--- config.mk ---
export PLATFORM = sky130hd
export DESIGN_NAME = pwm_generator
export DESIGN_NICKNAME = d
export VERILOG_FILES = /design/src/rtl/pwm_pkg.sv /design/src/rtl/pwm_carrier_counter.sv /design/src/rtl/pwm_generator.sv
export SDC_FILE = /design/constraint.sdc
export NUM_CORES = 1
export LEC_CHECK = 0
export ABC_AREA = 1
export BUFFER_PORTS_ARGS = -buffer_cell sky130_fd_sc_hd__clkbuf_2
export CELL_PAD_IN_SITES_DETAIL_PLACEMENT = 1
export CELL_PAD_IN_SITES_GLOBAL_PLACEMENT = 2
export CORE_MARGIN = 2
export CORE_UTILIZATION = 34
export DETAILED_ROUTE_END_ITERATION = 6
export PLACE_DENSITY = 0.92
export SYNTH_ARGS = -nofsm -noshare
export SYNTH_HDL_FRONTEND = slang
export SYNTH_SLANG_ARGS = --single-unit
--- constraint.sdc ---
create_clock -name clk -period 2.92 [get_ports clk]
set_clock_uncertainty 0.15 [all_clocks]
set_input_delay 0.292 -clock clk [delete_from_list [all_inputs] [get_ports clk]]
set_output_delay 0.292 -clock clk [all_outputs]
set_load 0.02 [all_outputs]
--- src/rtl/pwm_pkg.sv ---
// Shared types for the PWM generator.
// dir_t is only referenced when PWM_CENTER_ALIGNED_EN is defined.
package pwm_pkg;

  // Top-level FSM state; 1 bit, exposed through busy.
  typedef enum logic {
    IDLE = 1'b0,
    RUN  = 1'b1
  } state_t;

  // Carrier slope direction for the centre-aligned carrier.
  typedef enum logic {
    UP   = 1'b0,
    DOWN = 1'b1
  } dir_t;

endpackage

--- src/rtl/pwm_carrier_counter.sv ---
// Carrier counter for the PWM generator.
// Default build: N-bit sawtooth 0..MAX, period 2^N cycles.
// With PWM_CENTER_ALIGNED_EN: triangle 0..MAX then MAX-1..1, period 2*MAX
// cycles, with a direction flop that is reset to UP.
// 'last' is high on the final cycle of each period while running.
module pwm_carrier_counter
  import pwm_pkg::*;
#(
  parameter int N = 8
) (
  input  logic         clk,
  input  logic         rst,
  input  logic         run,
  output logic [N-1:0] count,
`ifdef PWM_CENTER_ALIGNED_EN
  output dir_t         dir,
`endif
  output logic         last
);

  localparam logic [N-1:0] MAX = '1;

`ifdef PWM_CENTER_ALIGNED_EN

  localparam logic [N-1:0] ONE = {{(N-1){1'b0}}, 1'b1};

  // Triangle carrier: climb to MAX, descend to 1, then wrap to 0 going up.
  always_ff @(posedge clk or negedge rst) begin
    if (!rst) begin
      count <= '0;
      dir   <= UP;
    end else if (!run) begin
      count <= '0;
      dir   <= UP;
    end else if (dir == UP) begin
      if (count == MAX) begin
        count <= MAX - ONE;
        dir   <= DOWN;
      end else begin
        count <= count + ONE;
      end
    end else begin
      if (count == ONE) begin
        count <= '0;
        dir   <= UP;
      end else begin
        count <= count - ONE;
      end
    end
  end

  // The period ends on the falling-slope cycle where count is 1.
  always_comb begin
    last = run && (dir == DOWN) && (count == ONE);
  end

`else

  // Sawtooth carrier: free-running increment, MAX->0 by natural overflow.
  always_ff @(posedge clk or negedge rst) begin
    if (!rst) begin
      count <= '0;
    end else if (run) begin
      count <= count + 1'b1;
    end else begin
      count <= '0;
    end
  end

  // The period ends on the cycle where count is MAX.
  always_comb begin
    last = run && (count == MAX);
  end

`endif

endmodule

--- src/rtl/pwm_generator.sv ---
// PWM generator: converts an N-bit duty word into a single-bit PWM output.
// duty is latched only at period start, so a period never glitches.
// period_done is high on the last cycle of each running period so an
// upstream generator can use it as its enable.
// Optional macro PWM_CENTER_ALIGNED_EN selects a centre-aligned carrier.
//
// Handshake: ena is a level run request, sampled only in IDLE and on the
// period_done cycle; a request seen there starts (or continues) a full
// period on the next edge, and a period once started always completes.
module pwm_generator
  import pwm_pkg::*;
#(
  parameter int N = 8
) (
  input  logic         clk,
  input  logic         rst,
  input  logic         ena,
  input  logic [N-1:0] duty,
  output logic         out,
  output logic         period_done,
  output logic         busy
);

  localparam logic [N-1:0] MAX = '1;

  state_t       state;
  logic [N-1:0] duty_q;
  logic [N-1:0] count;
  logic [N-1:0] count_next;
  logic         last;
  logic         run;

`ifdef PWM_CENTER_ALIGNED_EN
  dir_t         dir;
`endif

  assign run = (state == RUN);

  pwm_carrier_counter #(
    .N(N)
  ) u_carrier (
    .clk  (clk),
    .rst  (rst),
    .run  (run),
    .count(count),
`ifdef PWM_CENTER_ALIGNED_EN
    .dir  (dir),
`endif
    .last (last)
  );

  // Carrier value for the next cycle, used only when the period is not ending.
  always_comb begin
    count_next = count + 1'b1;
`ifdef PWM_CENTER_ALIGNED_EN
    if (dir == DOWN) begin
      count_next = count - 1'b1;
    end else if (count == MAX) begin
      count_next = count - 1'b1;
    end
`endif
  end

  // Run FSM with the duty latch and the registered PWM output.
  always_ff @(posedge clk or negedge rst) begin
    if (!rst) begin
      state  <= IDLE;
      duty_q <= '0;
      out    <= 1'b0;
    end else begin
      case (state)
        IDLE: begin
          if (ena) begin
            state  <= RUN;
            duty_q <= duty;
            out    <= (duty != '0);
          end else begin
            out    <= 1'b0;
          end
        end
        RUN: begin
          if (last) begin
            if (ena) begin
              duty_q <= duty;
              out    <= (duty != '0);
            end else begin
              state  <= IDLE;
              out    <= 1'b0;
            end
          end else begin
            out <= (count_next < duty_q);
          end
        end
        default: begin
          state <= IDLE;
          out   <= 1'b0;
        end
      endcase
    end
  end

  // Status outputs decode directly from flops, so reset clears them at once.
  always_comb begin
    period_done = last;
    busy        = run;
  end

endmodule
* After elaboration in Yosys (flattened, before gate mapping)
Cells that the tools add are included.
Cells by class: add/sub/neg operators 1, order comparisons 1, equality and inequality tests 2, multiplexer cells 10, bitwise logic cells 1, reduce and logical (&&, ||, !) cells 2
Operators by type and width (number):
- 8-bit 2-to-1 mux | 3
- 8-bit one-hot mux with 2 select lines | 1
- 8-bit by 1-bit adder with 8-bit output, second input constant | 1
- 8-bit == test, second input constant | 1
- 8-bit < comparator | 1
- 8-bit nonzero test | 1
- 1-bit 2-to-1 mux | 4
- 1-bit one-hot mux with 2 select lines | 2
- 2-bit inequality test, second input constant | 1
- 1-bit logical AND | 1
- 1-bit NOT | 1
Storage, ports and cells: bits in registers 18, input port bits 11, output and inout bits 3, word-level logic and storage cells 21

* Logic depth before layout (Yosys ltp)
Gate-level depths: netlist (run 1).
depth in word-level cells 4, mapped depth 14, mapped depth without buffers 14

* Cells and area by module
Synthesis (run 1) repeated with hierarchy kept, for this count alone.
Unflattened totals: cells, all modules 148, area, all modules 1142.3 µm²
By module, submodules not included:
- pwm_generator | instances 1, cells an instance 102, area each 755.7 µm², seq. area each 250.2 µm²
- pwm_carrier_counter | instances 1, cells an instance 46, area each 386.6 µm², seq. area each 200.2 µm²

* Least setup slack after synthesis (run 1)
Ideal clock, no wire load.
path type reg-to-reg, from register u_carrier.count[0], to register out, setup time 0.065 ns, arrival 1.559 ns, required time 2.705 ns, path slack 1.146 ns, stages on the path, launching flop included 14, path buffers 0, period minus slack after synthesis 1.774 ns, path through dfrtp_1 -> ha_1 -> nand3_1 -> nor2_1 -> nor2_1 -> nor2_1 -> ha_1 -> nand2_1 -> inv_1 -> nand2_1 -> nand2_1 -> nor2_1 -> nand2_1 -> nand2_1
On the way: word-level cells in the longest chain between the ends 4, elaborated cells between the ends (all ways) 6, classes of those cells 1 x add/sub; 1 x order compare; 1 x eq/ne; 2 x mux; 1 x reduce/logical
RTL lines:
- from (decl) | RTL line pwm_carrier_counter.sv:14 | output logic [N-1:0] count,
- from (signal assigned) | RTL line pwm_carrier_counter.sv:64 | count <= count + 1'b1;
- 8-bit by 1-bit adder with 8-bit output or 8-bit == test (tied branches) | RTL line pwm_generator.sv:54, pwm_carrier_counter.sv:72
- 8-bit < comparator or 1-bit logical AND (tied branches) | RTL line pwm_generator.sv:91, pwm_carrier_counter.sv:72
- 1-bit 2-to-1 mux (*) | RTL line pwm_generator.sv:82 | if (last) begin
- 1-bit one-hot mux with 2 select lines (*) | RTL line pwm_generator.sv:71 | case (state)
- to (signal assigned) | RTL line pwm_generator.sv:76 | out <= (duty != '0);
- to (signal assigned) | RTL line pwm_generator.sv:85 | out <= (duty != '0);
- to (signal assigned) | RTL line pwm_generator.sv:91 | out <= (count_next < duty_q);
- to (decl) | RTL line pwm_generator.sv:19 | output logic out,
Every way passes the cells marked *; elsewhere a longest branch is shown, timed or not. A chain may end at the register's enable or synchronous reset.

* Worst setup path in the final report (run 1)
Same ends and word-level chain as after synthesis.

==> run summary, run 1 <==
Sinks on Clock Net = 18
Worst Path Class, Setup = register to register
TritonCTS clock tree = built
largest net degree at the start of global routing = 19
Core Area = 3000 um2
Pwr Density = 353 nW/um2
CP max FO = 4
final setup TNS = 0 ns
Slew Viols, Final = 0
FF+latch count, synth = 18
register area = 450 um2
Crit path buffers/inverters = 1
crit-path max cell delay = 0.40 ns
antenna diode count = 0
clock tree buffer depth = 2
first-pass GRT wire length = 4060 um
Rows = 20
number of global-route vias before repair = 957
final worst-path cycle share = 68.4%
area of the multi-input gates = 493 um2
# resized after CTS = 0
drt pass-1 iters = 4
Hold Buf Count CTS = 1
GR Util All Layers = 15.4%
Syn Nets = 161
maximum VDD drop = 0.191 mV
Final nets = 178
Worst EP required = 3.01 ns
most frequent CP cell = nand2_1
dpl hpwl = 1820 um
DRT Wirelength = 2160 um
gp weighted congestion = 0.748
I/O Buffers = 13
Achievable Freq = 500 MHz
# fillers = 395
Avg Synthesized Cell Area = 7.42 um2
io pins = 14
synth-to-layout area growth = 12.9%
distinct cell type count after synthesis = 18
Tmin final = 2.00 ns
vias per cell = 4.63
Cell Area, Synth = 1050 um2
max-cap viol count = 0
Seq/Total Area, Yosys = 42.8%
Hold Vio Cnt, Final = 0
clock root buffer = clkbuf_4
Setup-failing EPs final = 0
Skew-Pair Late Insertion Delay = 0.29 ns
run status = complete, no violations
drc violations = 0
slowest CP cell = dfrtp_1
initial antenna violation count = 0
Syn Inst Count = 142
Vert. Die Dim = 59.7 um
pre-CTS setup slack = 0.901 ns
post-CTS setup buffers = 0
crit start category = register
Lkg Pwr = 0.680 nW
Starting Density = 35.1%
Starting DRT DRC Count = 11
Worst-Margin Slew = 0.441 ns
Slew Limit Headroom = 70.6%
arrival time at the worst endpoint = 2.09 ns
H-tree levels = 1
final worst slack = 0.921 ns
worst-path cell chain = ha_1, nand3_1, nor3_1, nor2_1, ha_1, nand2_1, inv_1, nand2_1, nand2_1, nor2_1, nand2_1, nand2_1
antenna viol nets, final = 0
CP top delay family = simple AND/OR/NAND/NOR gates
Worst Hold Class = input port to register
width of the die = 59.7 um
Crit. End Element = register
Die Area = 3560 um2
layout cell share with drive strength beyond 1 = 15.2%
WL/cell = 11.3 um
Reg clk slew, reported paths = 0.10 ns
Via Count = 885
TritonCTS buffer count = 3
grt ovf = 0
RSZ-0062 raised after global routing = false
Yosys warnings = 0
worst reg2reg max path, cell delays in order (launching register included):
cell and delay (ns):
dfrtp_1 0.40, ha_1 0.21, nand3_1 0.13, nor3_1 0.21
nor2_1 0.09, ha_1 0.28, nand2_1 0.08, inv_1 0.04
nand2_1 0.07, nand2_1 0.05, nor2_1 0.10, nand2_1 0.06
nand2_1 0.05
through the flow:
step / cells / power [mW] / cell area (um2) / util (%) / hold WS [ns]
final: 191 / 0.420 / 1190 / 39.6 / 0.0874
after global routing: 191 / 0.448 / 1190 / 39.6 / 0.0852
after CTS: 191 / 0.429 / 1190 / 39.6 / 0.0762
after detailed placement: 186 / 0.271 / 1140 / 38.1 / 0.112
after global placement: 186 / 0.270 / 1140 / 38.1 / 0.102
after floorplan: 142 / 0.258 / 1050 / - / -0.154
synthesized netlist by cell type (all sizes together):
| library cell | number | area share, % |
|---|---|---|
| a21oi | 2 | 0.95 |
| buf | 2 | 1.5 |
| dfrtp | 18 | 43 |
| ha | 8 | 9.5 |
| inv | 25 | 8.9 |
| nand2 | 47 | 18 |
| nand3 | 11 | 5.7 |
| nand4 | 2 | 1.2 |
| nor2 | 20 | 7.6 |
| nor3 | 4 | 1.9 |
| o21ai | 2 | 0.95 |
| xor2 | 1 | 0.83 |
report_power, final:
part	switching [mW]	total (mW)	internal, mW
Sequential	0	0.249	0.249
Combinational	0.0109	0.0173	0.00643
Clock	0.0777	0.154	0.0759
flip-flops by register name (all words and copies together), names as in the netlist:
name / cells
out: 1
duty_q: 8
u_carrier.count: 8
busy: 1
worst paths after layout:
check / startpoint / end / slack, ns / depth (start not counted)
worst min-delay path: duty[4] / duty_q[4] / 0.09 / 3
worst max-delay path: u_carrier.count[0] / out / 0.92 / 12
max in group asynchronous: rst / u_carrier.count[4] / 2.00 / 2
min in group asynchronous: rst / duty_q[3] / 0.31 / 2
worst min register to register: duty_q[3] / duty_q[3] / 0.33 / 2
worst max register to register: u_carrier.count[0] / out / 0.92 / 12
cell usage in the layout, fill, tap and decap left out, types with 2 or more instances in the layout:
| cell | instances |
|---|---|
| nand2_2 | 3 |
| a21oi_1 | 2 |
| nand4_1 | 2 |
| nor3_1 | 4 |
| dfrtp_1 | 18 |
| nor2_1 | 18 |
| inv_1 | 25 |
| nand2_1 | 43 |
| nor2_2 | 2 |
| nand3_1 | 10 |
| ha_1 | 8 |
| clkbuf_2 | 13 |
| clkbuf_4 | 3 |
layout make-up:
type | count | share of cell area [%]
Clock buffer | 4 | 3.05
Timing Repair Buffer | 14 | 6.31
Multi-Input combinational cell | 97 | 41.4
Inverter | 25 | 7.89
Tap cell | 33 | 3.47
Sequential cell | 18 | 37.9
cell families after synthesis:
group | share of synthesized area, %
and+or+nand+nor | 34.6
buffers and inverters | 10.5
DFF | 42.8
adders and majority gates | 9.50
AOI/OAI and AO/OA | 1.90
xor gates and xnor gates | 0.832
layer usage:
metal  GRT usage, %  vias to the layer above  wire (um)
met5              0                        -          0
met3           1.95                        2         63
met1           17.8                      410        941
met2           28.6                       11       1140
li1               -                      462          -
met4           5.71                        0          9
Note: power is estimated with default switching activity, not from simulation.
==> inputs of run 2 (changes only) <==
--- a/config.mk
+++ b/config.mk
@@ -10,9 +10,9 @@
 export CELL_PAD_IN_SITES_DETAIL_PLACEMENT = 1
 export CELL_PAD_IN_SITES_GLOBAL_PLACEMENT = 2
 export CORE_MARGIN = 2
-export CORE_UTILIZATION = 34
+export CORE_UTILIZATION = 32
 export DETAILED_ROUTE_END_ITERATION = 6
-export PLACE_DENSITY = 0.92
+export PLACE_DENSITY = 0.87
 export SYNTH_ARGS = -nofsm -noshare
 export SYNTH_HDL_FRONTEND = slang
 export SYNTH_SLANG_ARGS = --single-unit
==> constraint.sdc (replaced) <==
create_clock -name clk -period 1.85 [get_ports clk]
set_clock_uncertainty 0.15 [all_clocks]
set_input_delay 0.185 -clock clk [delete_from_list [all_inputs] [get_ports clk]]
set_output_delay 0.185 -clock clk [all_outputs]
set_load 0.02 [all_outputs]
==> run summary, run 2 (same netlist as run 1, synthesis figures left out) <==
run status = finished, violations left
failing checks = setup timing
RR Endpoint = out
Comb power frac = 6.0% (+1.9 points)
number of global-route vias before repair = 1061 (+11%)
Reg clk slew, reported paths = 0.11 ns (about the same)
antenna diode count = 0 (unchanged)
Final nets = 196 (+10%)
first-pass GRT wire length = 4550 um (+12%)
layout cell share with drive strength beyond 1 = 33.5% (+18 points)
grt ovf = 0 (unchanged)
I/O Buffers = 13 (unchanged)
width of the die = 61.4 um (+2.9%)
most frequent cells in the layout = nand2_1 (33), inv_1 (23), dfrtp_1 (18)
Crit. End Element = register
Net Sw Frac = 21.4% (+0.31 points)
Worst Setup SP = u_carrier.count[1]
Worst Path Class, Setup = register to register
Int Pwr = 0.534 mW (+61%)
initial antenna violation count = 0 (unchanged)
DRT Wirelength = 2560 um (+19%)
sequential power share = 57.9% (-1.4 points)
H-tree levels = 1 (unchanged)
Worst Hold Class = input port to register
gp weighted congestion = 0.748 (about the same)
largest net degree at the start of global routing = 19 (unchanged)
vias per cell = 4.41 (-4.7%)
crit start category = register
most common cell after layout, fill and taps aside = nand2_1
Achievable Freq = 526 MHz (+5.2%)
synth-to-layout area growth = 40.9%
io pins = 14 (unchanged)
Worst-Margin Slew = 0.446 ns (+0.00424 ns)
WL/cell = 11.7 um (+3.2%)
arrival time at the worst endpoint = 1.99 ns (-0.10 ns)
Via Count = 971 (+9.7%)
max-cap viol count = 0 (unchanged)
Die Area = 3770 um2 (+5.8%)
Tmin final = 1.90 ns (-0.0985 ns)
Slew Viols, Final = 0 (unchanged)
Rows = 20 (unchanged)
Skew-Pair Late Insertion Delay = 0.29 ns (about the same)
maximum VDD drop = 0.206 mV (+8.2%)
Sinks on Clock Net = 18 (unchanged)
drt pass-1 iters = 2 (-2)
Setup-failing EPs final = 1 (+1)
Lkg Pwr = 0.783 nW (+15%)
Pwr Density = 458 nW/um2 (+30%)
clock tree buffer depth = 2 (unchanged)
Core Area = 3100 um2 (+3.3%)
antenna viol nets, final = 0 (unchanged)
Sw Pwr = 0.145 mW (+64%)
Post-DP Area = 1200 um2 (+5.1%)
TritonCTS buffer count = 3 (unchanged)
largest registers = duty_q x8, u_carrier.count x8
Starting DRT DRC Count = 8 (-3)
Hold Vio Cnt, Final = 0 (unchanged)
pre-CTS setup slack = -0.108 ns (-1.01 ns)
drc violations = 0 (unchanged)
dpl hpwl = 1860 um (+2.2%)
Clk network pwr share = 36.1% (-0.5 points)
post-route cell area = 1480 um2 (+25%)
RSZ-0062 raised after global routing = true
CP max FO = 4 (unchanged)
final worst-path cycle share = 103% (+34 points)
r2r startpoint = u_carrier.count[1]
Worst EP required = 1.94 ns (-1.07 ns)
Slew Limit Headroom = 70.3% (-0.28 points)
final worst slack = -0.0502 ns (-0.972 ns)
Starting Density = 34.0% (-1.1 points)
GR Util All Layers = 16.6% (+1.2 points)
Vert. Die Dim = 61.4 um (+2.9%)
cells on worst reg2reg path = 11 (-1)
r2r setup slk = -0.05 ns (-0.97 ns)
Setup crit end = out
clock root buffer = clkbuf_4
TritonCTS clock tree = built
## run 2: cell count changes in the layout (fill, tap and decap cells not counted), sizes merged
| cell | delta |
|---|---|
| clkbuf | -1 |
| buf | +11 |
| dlygate4sd3 | +8 |
## run 2: repair_timing
action / CTS / global route
buffers inserted: 4 / 0
setup endpoints to repair: 2 / 2
hold endpoints to repair: 26 / 0
hold buffers: 9 / 0
gates cloned: 0 / 0
resized for setup: 12 / 23
pin swaps: 7 / 14
## run 2: routing by layer
layer / part of all wire, % / global-route usage [%] / vias to the layer above
met5: 0 / 0 / -
met4: 0.74 / 5.47 / 0
met3: 1.5 / 1.89 / 2
met2: 56 / 31.8 / 11
met1: 41 / 19.0 / 460
li1: - / - / 498
## run 2: power groups by stage
stage	clock network (mW)	registers [mW]	logic, mW
5_1_grt	0.276	0.393	0.0468
3_5_place_dp	0	0.401	0.0267
3_3_place_gp	0	0.401	0.0253
6_report	0.245	0.393	0.0409
2_1_floorplan	0	0.401	0.00562
4_1_cts	0.255	0.393	0.0412
## run 2: how the worst min path moves through the flow
stage	from	end	slack, ns	cells past startpoint
after floorplan	rst	busy	-0.26	0
after CTS	ena	busy	0.07	3
after global placement	rst	duty_q[3]	-0.006	1
after detailed placement	rst	duty_q[1]	0.009	1
after global routing	ena	busy	0.1	3
final	ena	busy	0.08	3
## run 2: area by class of cell
class / instances / area, um2
well taps: 44 / 55.1
clock buffers: 4 / 36.3
inverters: 25 / 93.8
repair buffers: 32 / 240
flip-flops and latches: 18 / 450
multi-input cells: 97 / 608
fillers: 402 / 1620
## run 2: metrics by stage
step / setup TNS, ns / total power, mW / instances / util (%) / hold slack (ns)
after floorplan: 0 / 0.407 / 142 / - / -0.261
after global placement: -0.00942 / 0.426 / 203 / 38.8 / -0.00596
after detailed placement: -0.108 / 0.428 / 203 / 38.8 / 0.00920
after CTS: -0.0413 / 0.689 / 220 / 45.3 / 0.0706
after global routing: -0.246 / 0.716 / 220 / 47.8 / 0.0994
final: -0.0502 / 0.680 / 220 / 47.8 / 0.0780
## run 2: worst max-delay path, cell delays in order (launching register included)
cell     delay (ns)
dfrtp_1        0.43
nand2_2        0.10
nor2_4         0.15
nand3_1        0.11
nand2_2        0.10
inv_1          0.05
ha_1           0.28
a21oi_1        0.19
nand2_2        0.07
nor2_2         0.09
nand2_1        0.06
nand2_1        0.06
